### config.mk
export PLATFORM = sky130hd
export DESIGN_NAME = antares_mem_access_unit
export DESIGN_NICKNAME = d
export VERILOG_FILES = /design/src/rtl/antares_mem_pkg.sv /design/src/rtl/antares_load_formatter.sv /design/src/rtl/antares_mem_access_unit.sv
export SDC_FILE = /design/constraint.sdc
export NUM_CORES = 1
export LEC_CHECK = 0
export ABC_AREA = 1
export BUFFER_PORTS_ARGS = -buffer_cell sky130_fd_sc_hd__buf_2
export CAP_MARGIN = 20
export CORE_ASPECT_RATIO = 0.6
export CORE_UTILIZATION = 54
export CTS_CLUSTER_SIZE = 28
export DETAILED_ROUTE_END_ITERATION = 12
export GPL_TIMING_DRIVEN = 0
export MAX_ROUTING_LAYER = met4
export PLACE_DENSITY = 0.95
export SLEW_MARGIN = 20
export SYNTH_ARGS = -nofsm -noshare
export SYNTH_HDL_FRONTEND = slang
export SYNTH_SLANG_ARGS = --single-unit
export TNS_END_PERCENT = 5
### constraint.sdc
create_clock -name clk -period 2.6 [get_ports clk]
set_input_delay 0.52 -clock clk [delete_from_list [all_inputs] [get_ports clk]]
set_output_delay 0.52 -clock clk [all_outputs]
set_load 0.05 [all_outputs]
### src/rtl/antares_mem_pkg.sv
// Shared definitions for the Antares MEM-stage data port: FSM state encoding,
// byte-enable constants, access-size encoding and the lane-select helper.
package antares_mem_pkg;

  typedef enum logic [1:0] {
    IDLE = 2'd0,
    BUSY = 2'd1,
    DONE = 2'd2
  } mem_state_t;

  typedef enum logic [1:0] {
    SIZE_WORD = 2'd0,
    SIZE_HALF = 2'd1,
    SIZE_BYTE = 2'd2
  } access_size_t;

  // Bit 3 of a select enables data bits [31:24] (big-endian byte 0)
  localparam logic [3:0] SEL_WORD    = 4'b1111;
  localparam logic [3:0] SEL_HALF_HI = 4'b1100;
  localparam logic [3:0] SEL_HALF_LO = 4'b0011;
  localparam logic [3:0] SEL_BYTE0   = 4'b1000;

  function automatic logic [3:0] lane_select(access_size_t size, logic [1:0] offset);
    case (size)
      SIZE_BYTE: lane_select = SEL_BYTE0 >> offset;
      SIZE_HALF: lane_select = offset[1] ? SEL_HALF_LO : SEL_HALF_HI;
      default:   lane_select = SEL_WORD;
    endcase
  endfunction

endpackage

### src/rtl/antares_load_formatter.sv
// Load formatter: pulls the addressed byte/halfword out of a big-endian bus
// word and sign- or zero-extends it to 32 bits. Word loads pass through.
module antares_load_formatter
  import antares_mem_pkg::*;
(
  input  logic [31:0]  raw_data,
  input  logic [1:0]   offset,
  input  access_size_t size,
  input  logic         sign_extend,
  output logic [31:0]  load_data
);

  logic [7:0]  byte_lane;
  logic [15:0] half_lane;

  // Select the addressed lane and extend it to a full word
  always_comb begin
    byte_lane = 8'h00;
    load_data = raw_data;
    case (offset)
      2'd0:    byte_lane = raw_data[31:24];
      2'd1:    byte_lane = raw_data[23:16];
      2'd2:    byte_lane = raw_data[15:8];
      default: byte_lane = raw_data[7:0];
    endcase
    half_lane = offset[1] ? raw_data[15:0] : raw_data[31:16];
    case (size)
      SIZE_BYTE: load_data = {{24{sign_extend & byte_lane[7]}}, byte_lane};
      SIZE_HALF: load_data = {{16{sign_extend & half_lane[15]}}, half_lane};
      default:   load_data = raw_data;
    endcase
  end

endmodule

### src/rtl/antares_mem_access_unit.sv
// MEM-stage data-port initiator. Issues load/store transactions on a
// ready/enable port, stalls the pipeline until completion and reports
// misaligned accesses and bus errors. Optional macro ANTARES_MEM_TIMEOUT_EN
// adds a bus-wait timeout of TIMEOUT_CYCLES cycles that completes as a bus error.
module antares_mem_access_unit
  import antares_mem_pkg::*;
#(
  parameter int TIMEOUT_CYCLES = 255
) (
  input  logic        clk,
  input  logic        rst,
  input  logic [31:0] mem_address,
  input  logic [31:0] mem_store_data,
  input  logic        mem_mem_read,
  input  logic        mem_mem_write,
  input  logic        mem_mem_byte,
  input  logic        mem_mem_halfword,
  input  logic        mem_mem_sign_extend,
  input  logic        mem_flush,
  input  logic        wb_stall,
  input  logic [31:0] dport_data_i,
  input  logic        dport_ready_i,
  input  logic        dport_error_i,
  output logic [31:0] dport_address_o,
  output logic [31:0] dport_data_o,
  output logic [3:0]  dport_sel_o,
  output logic        dport_wr_o,
  output logic        dport_enable_o,
  output logic [31:0] mem_read_data,
  output logic        mem_stall,
  output logic        exc_address_error,
  output logic        exc_bus_error
);

  mem_state_t   state, state_next;
  access_size_t req_size, size_q;
  logic [1:0]   offset_q;
  logic         sign_q;
  logic         flushed_q;
  logic [31:0]  rdata_q;
  logic         bus_err_q;
  logic         access, misaligned, req;
  logic         timeout, complete, bus_fault, flush_hit;
  logic [31:0]  store_lanes;
  logic [31:0]  formatted;

  // Decode access size, alignment and whether a bus request may be issued
  always_comb begin
    if (mem_mem_byte)          req_size = SIZE_BYTE;
    else if (mem_mem_halfword) req_size = SIZE_HALF;
    else                       req_size = SIZE_WORD;
    misaligned = ((req_size == SIZE_HALF) && mem_address[0]) ||
                 ((req_size == SIZE_WORD) && (mem_address[1:0] != 2'b00));
    access     = mem_mem_read | mem_mem_write;
    req        = access & ~mem_flush & ~misaligned;
  end

  // Replicate store data across every lane the size could occupy
  always_comb begin
    case (req_size)
      SIZE_BYTE: store_lanes = {4{mem_store_data[7:0]}};
      SIZE_HALF: store_lanes = {2{mem_store_data[15:0]}};
      default:   store_lanes = mem_store_data;
    endcase
  end

  antares_load_formatter u_formatter (
    .raw_data    (dport_data_i),
    .offset      (offset_q),
    .size        (size_q),
    .sign_extend (sign_q),
    .load_data   (formatted)
  );

`ifdef ANTARES_MEM_TIMEOUT_EN
  localparam int CW = (TIMEOUT_CYCLES > 255) ? $clog2(TIMEOUT_CYCLES + 1) : 8;
  logic [CW-1:0] wait_cnt;

  // Count cycles spent waiting in BUSY; held at zero elsewhere so entry starts fresh
  always_ff @(posedge clk or negedge rst) begin
    if (!rst)               wait_cnt <= '0;
    else if (state != BUSY) wait_cnt <= '0;
    else                    wait_cnt <= wait_cnt + 1'b1;
  end

  assign timeout = (state == BUSY) && (wait_cnt == CW'(TIMEOUT_CYCLES - 1));
`else
  assign timeout = 1'b0;
`endif

  assign complete  = dport_ready_i | dport_error_i | timeout;
  assign bus_fault = dport_error_i | timeout;
  assign flush_hit = flushed_q | mem_flush;

  // State register
  always_ff @(posedge clk or negedge rst) begin
    if (!rst) state <= IDLE;
    else      state <= state_next;
  end

  // Next-state and stall logic
  always_comb begin
    state_next = state;
    mem_stall  = 1'b0;
    case (state)
      IDLE: begin
        if (req) begin
          mem_stall  = 1'b1;
          state_next = BUSY;
        end
      end
      BUSY: begin
        mem_stall = 1'b1;
        if (complete) state_next = flush_hit ? IDLE : DONE;
      end
      DONE: begin
        if (!wb_stall) state_next = IDLE;
      end
      default: state_next = IDLE;
    endcase
  end

  // Port registers, captured load result and the one-cycle bus-error pulse
  always_ff @(posedge clk or negedge rst) begin
    if (!rst) begin
      dport_address_o <= '0;
      dport_data_o    <= '0;
      dport_sel_o     <= '0;
      dport_wr_o      <= 1'b0;
      dport_enable_o  <= 1'b0;
      size_q          <= SIZE_WORD;
      offset_q        <= 2'b00;
      sign_q          <= 1'b0;
      flushed_q       <= 1'b0;
      rdata_q         <= '0;
      bus_err_q       <= 1'b0;
    end else begin
      bus_err_q <= 1'b0;
      case (state)
        IDLE: begin
          if (req) begin
            dport_address_o <= {mem_address[31:2], 2'b00};
            dport_data_o    <= store_lanes;
            dport_sel_o     <= lane_select(req_size, mem_address[1:0]);
            dport_wr_o      <= mem_mem_write;
            dport_enable_o  <= 1'b1;
            size_q          <= req_size;
            offset_q        <= mem_address[1:0];
            sign_q          <= mem_mem_sign_extend;
            flushed_q       <= 1'b0;
          end
        end
        BUSY: begin
          if (mem_flush) flushed_q <= 1'b1;
          if (complete) begin
            dport_enable_o <= 1'b0;
            rdata_q        <= (bus_fault | flush_hit | dport_wr_o) ? '0 : formatted;
            bus_err_q      <= bus_fault & ~flush_hit;
          end
        end
        DONE: begin
          if (!wb_stall) rdata_q <= '0;
        end
        default: ;
      endcase
    end
  end

  assign mem_read_data     = (state == DONE) ? rdata_q : '0;
  assign exc_bus_error     = bus_err_q;
  assign exc_address_error = access & misaligned & ~mem_flush & (state == IDLE);

endmodule

==> results.yml, run 1 <==
synthesis:
  yosys.area.top_type_share_pct: 47.4
  synth_top_area_cell: "dfrtp_1"
  ys_seq_area_share_pct: 47.4
  synthTopCellsByCount: "nand2_1, nor2_1, dfrtp_1, inv_1, o21ai_0"
  synthArstFlopShare_pct: 100
  synth.most_common_cell: "nand2_1"
  synth_edf_count: 0
  ys_ff_latch: 109
  syn_area_mm2: 0.00575
  syn_avg_cell_area_um2: 7.17
  ys.flop_type: "dfrtp_1"
  postSynthCellCount: 802
  ys_types: 26
  yosysWarnings: 0
  synth.area.top_cells: "dfrtp_1, nand2_1, nor2_1, o21ai_0, inv_1"
min_path:
  hp-class: "input pin to async pin"
place:
  post-place-ws_ps: 162
  port_buffers: 208
  dpl.hpwl_um: 13200
  dp.cells: 1147
  place.gp.congestion: 0.920
setup_path:
  start_kind: "register"
  cp-end-kind: "output port"
  max_stage_delay_ps: 380
  critPathSlowestCell: "dfrtp_1"
  worstPathRequired_ps: 2080
  worstPathMaxFanout: 10
  cp_cell_sequence: "inv_2 -> nand2_1 -> nor2_4 -> nand2_2 -> buf_4 -> buf_6 -> nand2_1 -> clkbuf_4"
  critPathArrivalTime_ps: 1950
  critPathKind: "register to output port"
  critPathMostFrequentCell: "nand2_1"
floorplanning:
  die-height_um: 82.0
  initial_core_util_pct: 57.0
  core.rowCount: 28
  core_area_mm2: 0.0101
  fp.dieW_um: 135
  io_pins: 212
  die-area_mm2: 0.0111
finish:
  fin_nets: 1132
  syn_to_final_growth_pct: 27.1
  instances_no_fill: 1163
  antenna_cells: 0
  final_layout_size_suffix_gt1_share_pct: 27.7
pwr:
  p_sw_share_pct: 48.4
  power_density_mw_per_mm2: 1000
  p_int_w: 0.00379
  p_leak_nw: 4.16
  p_clk_share_pct: 19.4
  vdd_drop_max_v: 0.000617
  combinationalPowerShare_pct: 47.6
  switchingPower_w: 0.00356
  pwr-share-seq_pct: 33.0
timing:
  worst_slew_pin_slew_ps: 578
  timing.final.crit_period_ps: 2470
  clock-skew-final_ps: 8.89
  max_freq_ghz: 0.405
  rsz0062_at_grt: "false"
  fin_ws_ps: 128
  hold_viol: 0
  min_period_over_period_pct: 95.1
  relSlewSlack_pct: 61.5
  setup_viol: 0
  slew_violations: 0
clock_network:
  post_cts_buffers: 0
  clk_pin_slew_ps: 80
  htree_levels: 3
  clockRootBuffer: "clkbuf_16"
  tritoncts: "built"
  cts_sinks: 109
  insertion_delay_ps: 350
  cts_buffers: 9
  clockBufferDepth: 2
grt:
  grt_max_degree: 61
  antenna_found_initial: 0
  grt_pass1_vias: 5637
  grt-ovfl-total: 0
  grt_pass1_wl_um: 27300
  grt_use_total_pct: 33.2
route:
  drc: 0
  num_vias: 6159
  drtAntennaViolNets: 0
  drt_iter0_drc: 582
  dr.pass1.iters: 6
  wirelength_um: 17300
  vias_per_cell: 5.30
  wire_per_inst_um: 14.9
flow_run:
  cap_viol_max_count: 0
outcome:
  status: "finished, final reports clean"
## layer usage
| layer | wire length (um) | GRT usage (%) |
|---|---|---|
| met5 | 0 | - |
| met4 | 210 | 7.30 |
| met3 | 1810 | 7.10 |
| met2 | 7650 | 51.2 |
| met1 | 7650 | 45.3 |
## worst max-delay path, delay by kind of cell, from the launching register on
kind          cells  cell delay, ps
buf+inv           4             660
flops             1             380
simple gates      4             550
## registers in the layout (all words and copies together), names as in the netlist
| register | cells |
|---|---|
| dport_address_o | 30 |
| dport_data_o | 32 |
| dport_enable_o | 1 |
| dport_sel_o | 4 |
| dport_wr_o | 1 |
| exc_bus_error | 1 |
| flushed_q | 1 |
| offset_q | 2 |
| rdata_q | 32 |
| sign_q | 1 |
| size_q | 2 |
| state | 2 |
## worst paths after layout
kind / startpoint / end / slack, ps / cells after the start
min in group clk: mem_address[29] / dport_address_o[29]$_DFFE_PN0P_ / 400 / 3
hold reg to reg: dport_address_o[29]$_DFFE_PN0P_ / dport_address_o[29]$_DFFE_PN0P_ / 470 / 2
hold / removal: rst / rdata_q[23]$_DFFE_PN0P_ / 100 / 1
setup / recovery: state[0]$_DFFE_PN0P_ / mem_stall / 130 / 8
max in group asynchronous: rst / dport_data_o[28]$_DFFE_PN0P_ / 1840 / 2
setup reg to reg: size_q[0]$_DFFE_PN0P_ / rdata_q[26]$_DFFE_PN0P_ / 650 / 9
## what timing repair did
item                                    in CTS  in global routing
endpoints found under the setup margin       0                  1
gates resized for setup                      0                  1
hold buffers                                 0                  0
## logic make-up after synthesis
group,after synthesis,synth area share [%]
other,1,0.0652
flip-flops,109,47.4
adder cells (fa/ha/maj),2,0.435
buffers and inverters,111,9.15
AO/OA/AOI/OAI,108,9.48
AND/OR/NAND/NOR,471,33.5
## power groups by stage
stage | clock, W | combinational [W] | sequential [W]
finish | 0.00143 | 0.00350 | 0.00243
global route | 0.00150 | 0.00376 | 0.00247
CTS | 0.00144 | 0.00347 | 0.00242
detailed placement | 0 | 0.00346 | 0.00244
global placement | 0 | 0.00337 | 0.00243
floorplan | 0 | 0.00137 | 0.00360
## cell usage in the layout, fill, tap and decap left out, types with 2 or more instances in the layout
cell,n
conb_1,2
nand2_2,14
nor2_2,7
a21oi_1,35
o21ai_1,10
nand2_1,283
ha_1,2
buf_1,3
inv_2,4
buf_6,9
clkbuf_1,16
nor3_1,2
dfrtp_1,109
nand3_1,41
clkbuf_16,9
clkinv_4,2
buf_2,221
inv_1,60
nor2_4,2
buf_4,4
nand2_4,2
nor2_1,117
inv_6,2
o21ai_0,60
o22ai_1,2
## cell type report
type | instances | area (um2)
Inverter | 64 | 240
Buffer | 47 | 287
Multi-Input combinational cell | 583 | 2510
Clock inverter | 7 | 81.3
Clock buffer | 9 | 225
Fill cell | 848 | 2770
Tap cell | 135 | 169
Sequential cell | 109 | 2730
Timing Repair Buffer | 209 | 1080
## stage by stage
step / hold slack [ps] / cell area (um2) / utilization (%) / total power (W) / setup TNS, ps
floorplan: 224 / 5760 / - / 0.00497 / 0
global placement: 451 / 6970 / 69.1 / 0.00580 / -18530
detailed placement: 453 / 7010 / 69.4 / 0.00590 / 0
CTS: 121 / 7310 / 72.5 / 0.00732 / 0
global route: 137 / 7320 / 72.5 / 0.00773 / 0
finish: 103 / 7320 / 72.5 / 0.00735 / 0
No activity file was read; power rests on OpenSTA's default activity.
==> run 2: changes to the inputs <==
Settings changed: ABC_AREA 1 to 0, CORE_UTILIZATION 54 to 49, PLACE_DENSITY 0.95 to 0.89.
Clock period 2.6 ns to 2.3 ns, I/O delays scaled along.
==> run 2 against run 1 <==
  * Final area shrank 2.6%
  * Clock power increased by 15%
  * Synthesized area shrank 4.0%
  * Routed wire length down 5.2%
  * The run now ends with DRC left
  * First-iteration DRC count decreased by 29%
  * Die area increased by 5.7%
  * Largest power group unchanged
  * Cell count decreased by 27%
  * Highest routed layer unchanged
  * Worst setup slack got worse by 87 ps
  * Largest cell class unchanged
  * Global-route usage fell by 3.2 points
==> results.yml, run 2 <==
floorplanning:
  fp.dieW_um: 139
  core_area_mm2: 0.0108
  initial_core_util_pct: 51.3
  core.rowCount: 29
  io_pins: 212
  die-area_mm2: 0.0117
  die-height_um: 84.3
timing:
  clock-skew-final_ps: 8.97
  hold_viol: 0
  worst_slew_pin_slew_ps: 1040
  setup_viol: 0
  slew_violations: 0
  min_period_over_period_pct: 98.2
  relSlewSlack_pct: 30.5
  timing.final.crit_period_ps: 2260
  fin_ws_ps: 40.7
  whs_ps: 32.4
  setup-tns-final_ps: 0
  rsz0062_at_grt: "false"
  max_freq_ghz: 0.443
setup_path:
  reg2reg_setup_slack_ps: 90
  cp_cell_sequence: "buf_2 -> nor2b_1 -> o21bai_1 -> buf_4 -> buf_2 -> nor2_1 -> buf_2"
  cpLargestDelayFamily: "buffers and inverters"
  worstPathMaxFanout: 10
  reg2reg_from: "size_q[0]$_DFFE_PN0P_"
  critPathSlowestCell: "o21bai_1"
  rr_endpoint: "rdata_q[27]$_DFFE_PN0P_"
  start_kind: "input pin"
  max_stage_delay_ps: 250
  worstPathRequired_ps: 1840
  critPathMostFrequentCell: "buf_2"
  worstPathBufferInverterCount: 4
  cp-end-kind: "output port"
  critPathKind: "input pin to output port"
  reg2reg_depth: 8
  critPathArrivalTime_ps: 1800
flow_run:
  cap_viol_max_count: 0
pwr:
  combinationalPowerShare_pct: 45.1
  p_int_w: 0.00434
  p_clk_share_pct: 21.0
  p_sw_share_pct: 45.0
  switchingPower_w: 0.00354
  power_density_mw_per_mm2: 1110
  vdd_drop_max_v: 0.000714
  p_leak_nw: 3.48
  pwr-share-seq_pct: 34.0
route:
  wire_per_inst_um: 19.3
  dr.pass1.iters: 9
  drt_iter0_drc: 415
  drc: 9
  drtAntennaViolNets: 0
  wirelength_um: 16400
  vias_per_cell: 5.75
  num_vias: 4887
synthesis:
  synth.area.top_cells: "dfrtp_1, mux2_2, mux2i_1, and2_1, nand2b_1"
  yosys.area.top_type_share_pct: 49.4
  ys_ff_latch: 109
  postSynthCellCount: 485
  synth.most_common_cell: "dfrtp_1"
  ys_seq_area_share_pct: 49.4
  ys_types: 43
  syn_area_mm2: 0.00553
  synth_edf_count: 0
  yosysWarnings: 0
  synthTopCellsByCount: "dfrtp_1, mux2_2, nand2_1, and2_1, a21oi_1"
  syn_avg_cell_area_um2: 11.4
  synthArstFlopShare_pct: 100
  ys.flop_type: "dfrtp_1"
  synth_top_area_cell: "dfrtp_1"
clock_network:
  clockBufferDepth: 2
  clk_pin_slew_ps: 80
  tritoncts: "built"
  cts_sinks: 109
  cts_hold_buf: 0
  clockRootBuffer: "clkbuf_16"
  cts_buffers: 9
  insertion_delay_ps: 350
  htree_levels: 3
finish:
  multi_input_area_mm2: 0.00260
  antenna_cells: 0
  post-route-util_pct: 66.1
  final_common_cell: "buf_2"
  seqCellArea_mm2: 0.00273
  syn_to_final_growth_pct: 29.0
  top_regs: "dport_data_o: 32 flops, rdata_q: 32 flops, dport_address_o: 30 flops"
  fill_cells: 849
  fin_nets: 815
  layout_common_cells: "buf_2, dfrtp_1, mux2_2, nand2_1, and2_1"
  final_layout_size_suffix_gt1_share_pct: 46.0
grt:
  grt_max_degree: 64
  antenna_found_initial: 0
  grt_pass1_wl_um: 26500
  grt-ovfl-total: 0
  grt_pass1_vias: 5132
  grt_use_total_pct: 30.0
outcome:
  status: "complete, but fails checks"
  violations: "DRC"
place:
  dpl.hpwl_um: 12600
  port_buffers: 206
  place.gp.congestion: 0.929
  post-place-ws_ps: -293
min_path:
  hp-class: "input pin to async pin"
-- run 2: cell count changes after synthesis, moves of 30 or more --
cell / previous run / this run
and2_1: 0 / 35
inv_1: 60 / 5
nand2_1: 283 / 36
o21ai_0: 60 / 12
mux2_2: 0 / 71
nand3_1: 41 / 1
nand2b_1: 0 / 30
nor2_1: 117 / 3
-- run 2: kinds of logic (layout without fill, tap and decap cells) --
group / count (synthesis) / after routing / share of synthesized area, %
AOI/OAI and AO/OA: 110 / 110 / 14.9
xor gates and xnor gates: 1 / 1 / 0.159
adders and majority gates: 2 / 2 / 0.453
buffers and inverters: 47 / 272 / 3.85
DFF: 109 / 109 / 49.4
muxes: 97 / 97 / 19.4
other: 1 / 2 / 0.0679
and+or+nand+nor: 118 / 118 / 11.8
-- run 2: final cells by class --
cell class | count | area share [%]
flip-flops and latches | 109 | 38.3
clock buffers | 10 | 3.35
multi-input cells | 330 | 36.5
well taps | 139 | 2.44
plain buffers | 42 | 2.95
repair buffers | 209 | 15.2
clock inverters | 6 | 1.09
inverters | 5 | 0.263
-- run 2: through the flow --
step	instances	instance area, um2	power (W)
2_1_floorplan	486	5530	0.00523
3_3_place_gp	831	6740	0.00610
3_5_place_dp	832	6770	0.00621
4_1_cts	848	7100	0.00789
5_1_grt	850	7130	0.00822
6_report	850	7130	0.00788
-- run 2: worst register-to-register path: cells and delay by family (launching register included) --
kind,cells,cell delay (ps)
compound gates,3,950
fa+ha+maj,1,210
buf+inv,3,540
flops,1,390
simple gates,1,70
-- run 2: timing repair --
| item | CTS | global route |
|---|---|---|
| setup buffers | 0 | 2 |
| gates cloned | 0 | 0 |
| pin swaps | 0 | 1 |
| setup endpoints to repair | 32 | 18 |
| resized for setup | 8 | 9 |
-- run 2: per-layer routing --
metal	part of all wire (%)	global-route usage, %
met5	0	-
met4	1.1	7.78
met3	10	7.99
met2	45	44.8
met1	44	40.5
-- run 2: how the worst max path moves through the flow --
stage | from | end | slack (ps) | cells after the start
floorplan | mem_address[0] | exc_address_error | -100 | 5
global placement | rst | dport_address_o[27]$_DFFE_PN0P_ | -400 | 1
detailed placement | mem_address[1] | exc_address_error | -290 | 7
CTS | mem_address[1] | exc_address_error | 6 | 7
global route | state[1]$_DFFE_PN0P_ | mem_read_data[15] | 0.1 | 4
finish | mem_address[1] | exc_address_error | 40 | 7
-- run 2: power groups by stage --
stage / sequential [W] / combinational [W] / clock [W]
2_1_floorplan: 0.00400 / 0.00123 / 0
5_1_grt: 0.00273 / 0.00374 / 0.00176
3_5_place_dp: 0.00269 / 0.00352 / 0
6_report: 0.00268 / 0.00355 / 0.00165
3_3_place_gp: 0.00266 / 0.00345 / 0
4_1_cts: 0.00267 / 0.00353 / 0.00168
==> run 3: changes to the inputs <==
Settings changed: ABC_AREA 0 to 1, CORE_UTILIZATION 49 to 50, GPL_TIMING_DRIVEN 0 to default, PLACE_DENSITY 0.89 to 0.9.
==> run 3 against run 2 <==
  * The flow now finishes without violations
  * Global-route usage is 2.0 points lower
  * Routed wire length fell by 4.8%
  * Non-clock buffer count is 26 lower
  * Core utilization shrank 0.17 points
  * Flip-flop and latch count is the same
  * Final area is 0.75% higher
  * First-iteration DRC count is 4.3% higher
  * Clock power decreased by 8%
  * Count of clock-buffer cells in the layout unchanged
  * Sequential power up 4%
  * Critical path type is now register to output port
==> results.yml, run 3 (synthesized netlist as in run 1, its figures left out) <==
timing:
  setup-tns-final_ps: 0
  hold_viol: 0
  slew_violations: 0
  timing.final.crit_period_ps: 2050
  min_period_over_period_pct: 89.2
  max_freq_ghz: 0.488
  whs_ps: 177
  relSlewSlack_pct: 61.1
  setup_viol: 0
  clock-skew-final_ps: 8.55
  worst_slew_pin_slew_ps: 583
  rsz0062_at_grt: "false"
setup_path:
  cpLargestDelayFamily: "buffers and inverters"
  worstPathBufferInverterCount: 3
  critPathKind: "register to output port"
  reg2reg_from: "offset_q[1]$_DFFE_PN0P_"
  cp_cell_sequence: "inv_2 -> nand2_4 -> buf_4 -> nor2_1 -> buf_2"
  critPathArrivalTime_ps: 1590
  cp-end-kind: "output port"
  critPathSlowestCell: "dfrtp_1"
  worstPathRequired_ps: 1840
  start_kind: "register"
  reg2reg_depth: 9
  reg2reg_setup_slack_ps: 480
  worstPathMaxFanout: 22
  rr_endpoint: "rdata_q[17]$_DFFE_PN0P_"
  max_stage_delay_ps: 370
place:
  dpl.hpwl_um: 11400
  port_buffers: 209
  place.gp.congestion: 0.906
route:
  wl_met3_um: 1270
  drt_iter0_drc: 433
  wire_per_inst_um: 13.7
  routed-wl-met2_um: 6800
  drtAntennaViolNets: 0
  num_vias: 5795
  wirelength_um: 15600
  wl_met1_um: 7360
  drc: 0
  top_layer: "met4"
  dr.pass1.iters: 5
  vias_per_cell: 5.10
finish:
  final_common_cell: "nand2_1"
  top_regs: "dport_data_o: 32 flops, rdata_q: 32 flops, dport_address_o: 30 flops"
  fin_nets: 1101
  syn_to_final_growth_pct: 24.8
  layout_common_cells: "nand2_1, buf_2, nor2_1, dfrtp_1"
  final_layout_size_suffix_gt1_share_pct: 27.4
outcome:
  status: "finished, final reports clean"
clock_network:
  tritoncts: "built"
  clockBufferDepth: 2
  htree_levels: 3
  cts_buffers: 9
  post_cts_buffers: 0
  insertion_delay_ps: 350
  clockRootBuffer: "clkbuf_16"
  cts_resized: 0
  cts_hold_buf: 0
  clk_pin_slew_ps: 80
  cts_sinks: 109
floorplanning:
  fp.dieW_um: 140
  initial_core_util_pct: 52.9
  core_area_mm2: 0.0109
  die-area_mm2: 0.0120
  io_pins: 212
  die-height_um: 85.1
  core.rowCount: 29
pwr:
  p_int_w: 0.00414
  pwr-share-seq_pct: 34.6
  combinationalPowerShare_pct: 46.6
  p_sw_share_pct: 48.5
  p_clk_share_pct: 18.8
  vdd_drop_max_v: 0.000916
  p_leak_nw: 4.10
  switchingPower_w: 0.00389
  power_density_mw_per_mm2: 1120
grt:
  antenna_found_initial: 0
  grt_pass1_vias: 5133
  grt_max_degree: 110
  grt-ovfl-total: 0
  grt_pass1_wl_um: 25500
  grt_use_total_pct: 28.0
flow_run:
  cap_viol_max_count: 0
min_path:
  hp-class: "input pin to async pin"
==> run 3: changes by cell type in the layout (fill, tap and decap cells not counted), moves of 40 or more <==
cell	delta
o21ai_0	+48
nand3_1	+40
mux2_2	-71
nand2_1	+247
nor2_1	+114
inv_1	+55
==> run 3: metal layers <==
layer,track usage (%),up-vias
li1,-,2854
met2,40.5,265
met1,39.7,2651
met3,6.21,25
met5,-,-
met4,7.11,0
==> run 3: worst reg2reg max path, stage by stage (launching register included) <==
cell	delay, ps
dfrtp_1	690
inv_2	280
nand2_1	110
nand2_1	70
nand3_1	70
nand2_1	60
inv_1	90
nand2_4	160
nand2_1	130
nand2_1	60
==> run 3: per-stage QoR <==
step	worst slack (ps)	utilization [%]	total power [W]	instances	area (um2)
final	249	66.0	0.00802	1137	7180
after global routing	132	65.9	0.00850	1136	7180
after floorplan	176	-	0.00561	803	5760
after CTS	82.5	65.9	0.00804	1136	7170
after global placement	390	63.3	0.00644	1120	6890
after detailed placement	364	63.3	0.00652	1120	6890
==> run 3: power by group through the flow <==
stage | Clock [W] | Combinational (W) | Sequential (W)
floorplan | 0 | 0.00154 | 0.00407
global placement | 0 | 0.00366 | 0.00278
detailed placement | 0 | 0.00374 | 0.00279
CTS | 0.00154 | 0.00374 | 0.00277
global route | 0.00161 | 0.00405 | 0.00283
finish | 0.00151 | 0.00374 | 0.00278
==> run 3: how the worst max path moves through the flow <==
stage	from	endpoint	slack [ps]	depth (start not counted)
3_3_place_gp	mem_mem_byte	exc_address_error	390	5
4_1_cts	state[0]$_DFFE_PN0P_	mem_read_data[6]	80	5
3_5_place_dp	mem_address[1]	exc_address_error	360	6
5_1_grt	state[0]$_DFFE_PN0P_	mem_read_data[6]	130	5
6_report	state[0]$_DFFE_PN0P_	mem_read_data[6]	250	5
2_1_floorplan	mem_mem_byte	exc_address_error	180	5
==> run 3: layout make-up <==
class	instances	area, um2
clock buffers	10	239
diodes	1	2.50
inverters	64	240
flip-flops and latches	109	2730
well taps	139	174
multi-input cells	583	2520
clock inverters	6	45.0
fillers	937	3700
repair buffers	225	1230
